==> config.mk <==
export PLATFORM = sky130hd
export DESIGN_NAME = divider_unit_flat
export DESIGN_NICKNAME = d
export VERILOG_FILES = /design/src/rtl/divider_unit_if.sv /design/src/rtl/divider_unit.sv /design/src/flat_wrapper.sv
export SDC_FILE = /design/constraint.sdc
export NUM_CORES = 1
export LEC_CHECK = 0
export BUFFER_PORTS_ARGS = -buffer_cell sky130_fd_sc_hd__buf_4
export CORE_ASPECT_RATIO = 2
export CORE_MARGIN = 5
export CORE_UTILIZATION = 40
export CTS_CLUSTER_DIAMETER = 120
export CTS_CLUSTER_SIZE = 28
export DETAILED_ROUTE_END_ITERATION = 10
export PLACE_DENSITY_LB_ADDON = 0.2
export SLEW_MARGIN = 25
export SYNTH_ARGS = -nofsm -noshare
export SYNTH_HDL_FRONTEND = slang
export SYNTH_SLANG_ARGS = --single-unit
==> constraint.sdc <==
create_clock -name clk -period 4.1 [get_ports clk]
set_input_delay 0.82 -clock clk [delete_from_list [all_inputs] [get_ports clk]]
set_output_delay 0.82 -clock clk [all_outputs]
set_load 0.02 [all_outputs]
==> src/rtl/divider_unit_if.sv <==
// Request/response bundle for the iterative divide/remainder unit.
// master issues the request; slave (the divider) returns the result.
interface divider_unit_if #(
  parameter int WIDTH      = 32,
  parameter int REG_ADDR_W = 5
);
  logic                  start;
  logic [1:0]            op;
  logic [WIDTH-1:0]      dividend;
  logic [WIDTH-1:0]      divisor;
  logic [REG_ADDR_W-1:0] rd_i;
  logic                  ready;
  logic                  valid_o;
  logic [WIDTH-1:0]      result;
  logic [REG_ADDR_W-1:0] rd_o;

  modport master (
    output start, op, dividend, divisor, rd_i,
    input  ready, valid_o, result, rd_o
  );

  modport slave (
    input  start, op, dividend, divisor, rd_i,
    output ready, valid_o, result, rd_o
  );
endinterface

==> src/rtl/divider_unit.sv <==
// RV32M DIV/DIVU/REM/REMU, restoring shift-subtract, one bit per cycle.
// Option: DIVIDER_EARLY_OUT_EN skips CALC for div-by-zero / overflow.
module divider_unit #(
  parameter int WIDTH      = 32,
  parameter int REG_ADDR_W = 5
) (
  input logic            clk,
  input logic            resetn,
  divider_unit_if.slave  bus
);

  localparam int CW = $clog2(WIDTH);

  typedef enum logic [1:0] {
    IDLE,
    PREP,
    CALC,
    DONE
  } state_t;

  state_t state, nxt;

  logic [WIDTH-1:0]      a_q;
  logic [WIDTH-1:0]      b_q;
  logic [1:0]            op_q;
  logic [REG_ADDR_W-1:0] rd_q;
  logic [WIDTH-1:0]      dvs;
  logic [WIDTH-1:0]      rem;
  logic [WIDTH-1:0]      quo;
  logic [CW-1:0]         cnt;
  logic [WIDTH-1:0]      res_q;
  logic [REG_ADDR_W-1:0] rdo_q;

  logic             sgn;
  logic             a_neg;
  logic             b_neg;
  logic [WIDTH-1:0] a_abs;
  logic [WIDTH-1:0] b_abs;
  logic             dz;
  logic             ovf;
  logic [WIDTH:0]   sh;
  logic             ge;
  logic [WIDTH-1:0] rem_n;
  logic [WIDTH-1:0] quo_n;
  logic [WIDTH-1:0] q_fix;
  logic [WIDTH-1:0] r_fix;
  logic [WIDTH-1:0] fin;

  assign bus.ready   = (state == IDLE);
  assign bus.valid_o = (state == DONE);
  assign bus.result  = res_q;
  assign bus.rd_o    = rdo_q;

  // operand signs, magnitudes, special cases and one restoring step
  always_comb begin
    sgn   = ~op_q[0];
    a_neg = sgn & a_q[WIDTH-1];
    b_neg = sgn & b_q[WIDTH-1];
    a_abs = a_neg ? -a_q : a_q;
    b_abs = b_neg ? -b_q : b_q;
    dz    = (b_q == '0);
    ovf   = sgn & (a_q == {1'b1, {(WIDTH-1){1'b0}}})
                & (&b_q);
    sh    = {rem, quo[WIDTH-1]};
    ge    = (sh >= {1'b0, dvs});
    rem_n = ge ? WIDTH'(sh - {1'b0, dvs})
               : sh[WIDTH-1:0];
    quo_n = {quo[WIDTH-2:0], ge};
    q_fix = (a_neg ^ b_neg) ? -quo_n : quo_n;
    r_fix = a_neg ? -rem_n : rem_n;
    if (dz) begin
      q_fix = '1;
      r_fix = a_q;
    end
    if (ovf) begin
      q_fix = {1'b1, {(WIDTH-1){1'b0}}};
      r_fix = '0;
    end
    fin = op_q[1] ? r_fix : q_fix;
  end

  // state register
  always_ff @(posedge clk) begin
    if (!resetn) state <= IDLE;
    else         state <= nxt;
  end

  // next-state logic
  always_comb begin
    nxt = state;
    unique case (state)
      IDLE: if (bus.start) nxt = PREP;
`ifdef DIVIDER_EARLY_OUT_EN
      PREP: nxt = (dz | ovf) ? DONE : CALC;
`else
      PREP: nxt = CALC;
`endif
      CALC: if (cnt == '0) nxt = DONE;
      DONE: nxt = IDLE;
    endcase
  end

  // operand capture, iteration and result registers
  always_ff @(posedge clk) begin
    if (!resetn) begin
      a_q   <= '0;
      b_q   <= '0;
      op_q  <= '0;
      rd_q  <= '0;
      dvs   <= '0;
      rem   <= '0;
      quo   <= '0;
      cnt   <= '0;
      res_q <= '0;
      rdo_q <= '0;
    end else begin
      unique case (state)
        IDLE: begin
          if (bus.start) begin
            a_q  <= bus.dividend;
            b_q  <= bus.divisor;
            op_q <= bus.op;
            rd_q <= bus.rd_i;
          end
        end
        PREP: begin
          dvs <= b_abs;
          quo <= a_abs;
          rem <= '0;
          cnt <= CW'(WIDTH-1);
`ifdef DIVIDER_EARLY_OUT_EN
          if (dz | ovf) begin
            res_q <= fin;
            rdo_q <= rd_q;
          end
`endif
        end
        CALC: begin
          rem <= rem_n;
          quo <= quo_n;
          cnt <= cnt - 1'b1;
          if (cnt == '0) begin
            res_q <= fin;
            rdo_q <= rd_q;
          end
        end
        DONE: ;
      endcase
    end
  end

endmodule

==> src/flat_wrapper.sv <==
// flat-port wrapper written by rule: the top's interface ports become plain ports
module divider_unit_flat 
#(
  parameter int WIDTH      = 32,
  parameter int REG_ADDR_W = 5
)
  (clk, resetn, bus_start, bus_op, bus_dividend, bus_divisor, bus_rd_i, bus_ready, bus_valid_o, bus_result, bus_rd_o);
  divider_unit_if #(.WIDTH(WIDTH), .REG_ADDR_W(REG_ADDR_W)) bus_i ();
  input logic clk;
  input logic resetn;
  input wire logic [$bits(bus_i.start)-1:0] bus_start;
  input wire logic [$bits(bus_i.op)-1:0] bus_op;
  input wire logic [$bits(bus_i.dividend)-1:0] bus_dividend;
  input wire logic [$bits(bus_i.divisor)-1:0] bus_divisor;
  input wire logic [$bits(bus_i.rd_i)-1:0] bus_rd_i;
  output wire logic [$bits(bus_i.ready)-1:0] bus_ready;
  output wire logic [$bits(bus_i.valid_o)-1:0] bus_valid_o;
  output wire logic [$bits(bus_i.result)-1:0] bus_result;
  output wire logic [$bits(bus_i.rd_o)-1:0] bus_rd_o;
  assign bus_i.start = bus_start;
  assign bus_i.op = bus_op;
  assign bus_i.dividend = bus_dividend;
  assign bus_i.divisor = bus_divisor;
  assign bus_i.rd_i = bus_rd_i;
  assign bus_ready = bus_i.ready;
  assign bus_valid_o = bus_i.valid_o;
  assign bus_result = bus_i.result;
  assign bus_rd_o = bus_i.rd_o;
  divider_unit #(.WIDTH(WIDTH), .REG_ADDR_W(REG_ADDR_W)) u_core (.clk(clk), .resetn(resetn), .bus(bus_i));
endmodule
==> impl_metrics.ini <==
[floorplanning]
die_w_um = 144
dieArea_um2 = 40100
core_area_um2 = 35700
start_util_pct = 40.4
rows = 98
io_pins = 113
die_height_um = 278

[grt]
antenna_found_initial = 0
grt_pass1_wl_um = 79400
grt_overflow = 0
grt_usage_pct = 25.4
grt_pass1_vias = 14405
grt_max_degree = 148

[timing]
maxSlewHeadroom_pct = 35.7
fmax_ghz = 0.257
setup_slack_ns = 0.202
max_slew.worst_pin.slew_ns = 0.965
setup_violations = 0
fin_crit_sh_pct = 95.1
worst_hold_slack_ns = 0.446
hold_violations = 0
min_period_ns = 3.90
drv_slew = 0
finalClockSkew_ns = 0.0308

[yosys]
synth_edf_count = 0
synth_cells = 1897
ys_top_cells_by_area = dfxtp_1, nand2_1, xnor2_1
syn-cell-area_um2 = 14400
synth-seq-area-share_pct = 29.3
syn_avg_cell_area_um2 = 7.59
ys_ff_latch = 211
yosys_warnings = 0
syn_nets = 2015
synth_async_sr_flop_share_pct = 0
ys_types = 91
synth_ff_type = dfxtp_1
yosysTopAreaCell = dfxtp_1
yosysTopAreaCellShare_pct = 29.3

[power]
p_leak_nw = 6.91
max-vdd-ir-drop_v = 0.000425
powerDensity_nw_per_um2 = 790
clkPwrFrac_pct = 9.2
internal-power_mw = 6.78
pwr-share-seq_pct = 21.5
combPwrFrac_pct = 69.3
power.total_mw = 13.4
switching_share_pct = 49.3
power_switching_mw = 6.59

[cells_and_area]
design_area_um2 = 16900
area_growth_pct = 17.5
n_antenna_cell = 0
drive_above_1_share_pct = 16.8
layout.nets = 2164
layout.cells.most_common = nand2_1
final_cell_mix = nand2_1, buf_4, dfxtp_1

[routing]
drt-pass1-iter-count = 6
via_per_inst = 5.64
drtIter0Drc = 669
vias = 14066
drt-total-wl_um = 51700
wl_per_cell_um = 20.7
ant_nets = 0
drt_drc_violations_left = 0

[cts]
root_buffer = clkbuf_16
cts_buffers = 11
cts_buffer_depth = 3
tritoncts = done
insertion_delay_ns = 0.50
cts_max_level = 1
clock-sinks = 211
clkSlewWorstSetupHoldPaths_ns = 0.13

[worst_setup_path]
crit_type = flip-flop to flip-flop
r2r-start = u_core.quo[31]$_SDFFE_PN0P_
required_ns = 4.53
endpoint_kind = flip-flop
worstSetupStartpoint = u_core.quo[31]$_SDFFE_PN0P_
r2r_cells = 18
cp_max_fo = 4
crit_path_start_kind = flip-flop
worstPathArrival_ns = 4.33

[worst_hold_path]
hold_depth = 2
worst_hold_path_type = flip-flop to flip-flop
hp-start = u_core.bus.result[20]$_SDFFE_PN0P_

[place]
port_buffers = 112
dp_slack_ns = -0.434
placed_cell_area_um2 = 16400
dp_hpwl_um = 41400
routabilityCongestion = 1.02

[run]
drv_cap = 0

[status]
status = complete, no violations
==> power groups by stage <==
| stage | combinational (mW) | sequential [mW] | clock [mW] |
|---|---|---|---|
| floorplan | 5.70 | 2.75 | 0 |
| global placement | 8.68 | 2.90 | 0 |
| detailed placement | 8.74 | 2.91 | 0 |
| CTS | 9.03 | 2.86 | 1.28 |
| global route | 10.1 | 2.92 | 1.33 |
| finish | 9.27 | 2.87 | 1.24 |
==> stage by stage <==
step / cells / util [%] / setup TNS, ns
after floorplan: 1897 / - / 0
after global placement: 2475 / 46.0 / -1.54
after detailed placement: 2475 / 46.0 / -2.75
after CTS: 2492 / 47.1 / 0
after global routing: 2495 / 47.4 / -0.00942
final: 2495 / 47.4 / 0
==> path summary, 6_finish.rpt <==
path,endpoint,slack (ns)
worst max-delay path,u_core.bus.result[31]$_SDFFE_PN0P_,0.20
worst min-delay path,u_core.bus.result[20]$_SDFFE_PN0P_,0.45
worst max register to register,u_core.bus.result[31]$_SDFFE_PN0P_,0.20
worst min register to register,u_core.bus.result[20]$_SDFFE_PN0P_,0.45
==> critical path, cell delays in order, from the launching register on <==
cell and delay [ns]:
dfxtp_1 0.33, inv_1 0.09, ha_1 0.17, inv_1 0.06, fa_2 0.38, a211oi_4 0.27, o21ai_2 0.11, buf_4 0.17
a41oi_1 0.20, nand2_1 0.12, xnor2_2 0.22, o21ai_2 0.09, or3_4 0.40, a211oi_4 0.35, buf_4 0.19, nand4_4 0.11
o31ai_4 0.20, xnor2_1 0.16, o31ai_2 0.19
==> synthesized netlist by cell type (all sizes together) (25+ instances only) <==
master / instances
o31ai: 26
o211ai: 28
nor2: 113
clkbuf: 81
xnor2: 77
nor2b: 53
a21oi: 135
mux2i: 44
o22ai: 33
o21ai: 104
nand3: 27
xor2: 53
or3: 25
o211a: 29
buf: 44
nand2: 303
a21boi: 76
dfxtp: 211
nor3: 34
inv: 94
and2: 45
ha: 43
==> state kept, by name (all words and copies together), names as in the netlist <==
name and cells:
u_core.state 2, u_core.quo 32, u_core.a_q 32, u_core.op_q 2, u_core.b_q 32, u_core.rd_q 5, u_core.bus.result 32, u_core.bus.rd_o 5
u_core.cnt 5, u_core.rem 32, u_core.dvs 32
==> metal layers <==
layer	up-vias	GRT usage (%)	routed length (um)
met5	-	0	0
met3	180	1.58	1400
met4	0	22.8	5740
li1	6949	-	-
met2	383	47.8	27500
met1	6554	23.6	17000
==> area by class of cell <==
| class | count | area, um^2 |
|---|---|---|
| flip-flops and latches | 211 | 4230 |
| fillers | 3603 | 18800 |
| repair buffers | 261 | 2000 |
| clock buffers | 11 | 275 |
| well taps | 450 | 563 |
| inverters | 94 | 353 |
| clock inverters | 1 | 16.3 |
| multi-input cells | 1467 | 9500 |
==> repair_timing <==
item                       4_1_cts  5_1_grt
cloned                           0        0
gates resized for setup         14       21
pin swaps                        5        9
setup endpoints to repair       18       19
hold endpoints to repair         0        0
setup buffers                    5        3
hold buffers                     0        0
==> logic make-up (layout without fill, tap and decap cells) <==
kind of cell / Yosys count / count (layout) / synth area share (%)
compound gates: 558 / 558 / 26.7
flops: 211 / 211 / 29.3
mux: 46 / 46 / 3.21
xor+xnor: 130 / 130 / 7.90
simple gates: 689 / 689 / 22.9
buf+inv: 219 / 367 / 6.08
fa+ha+maj: 44 / 44 / 3.87
Power figures use the tool's default switching activity.
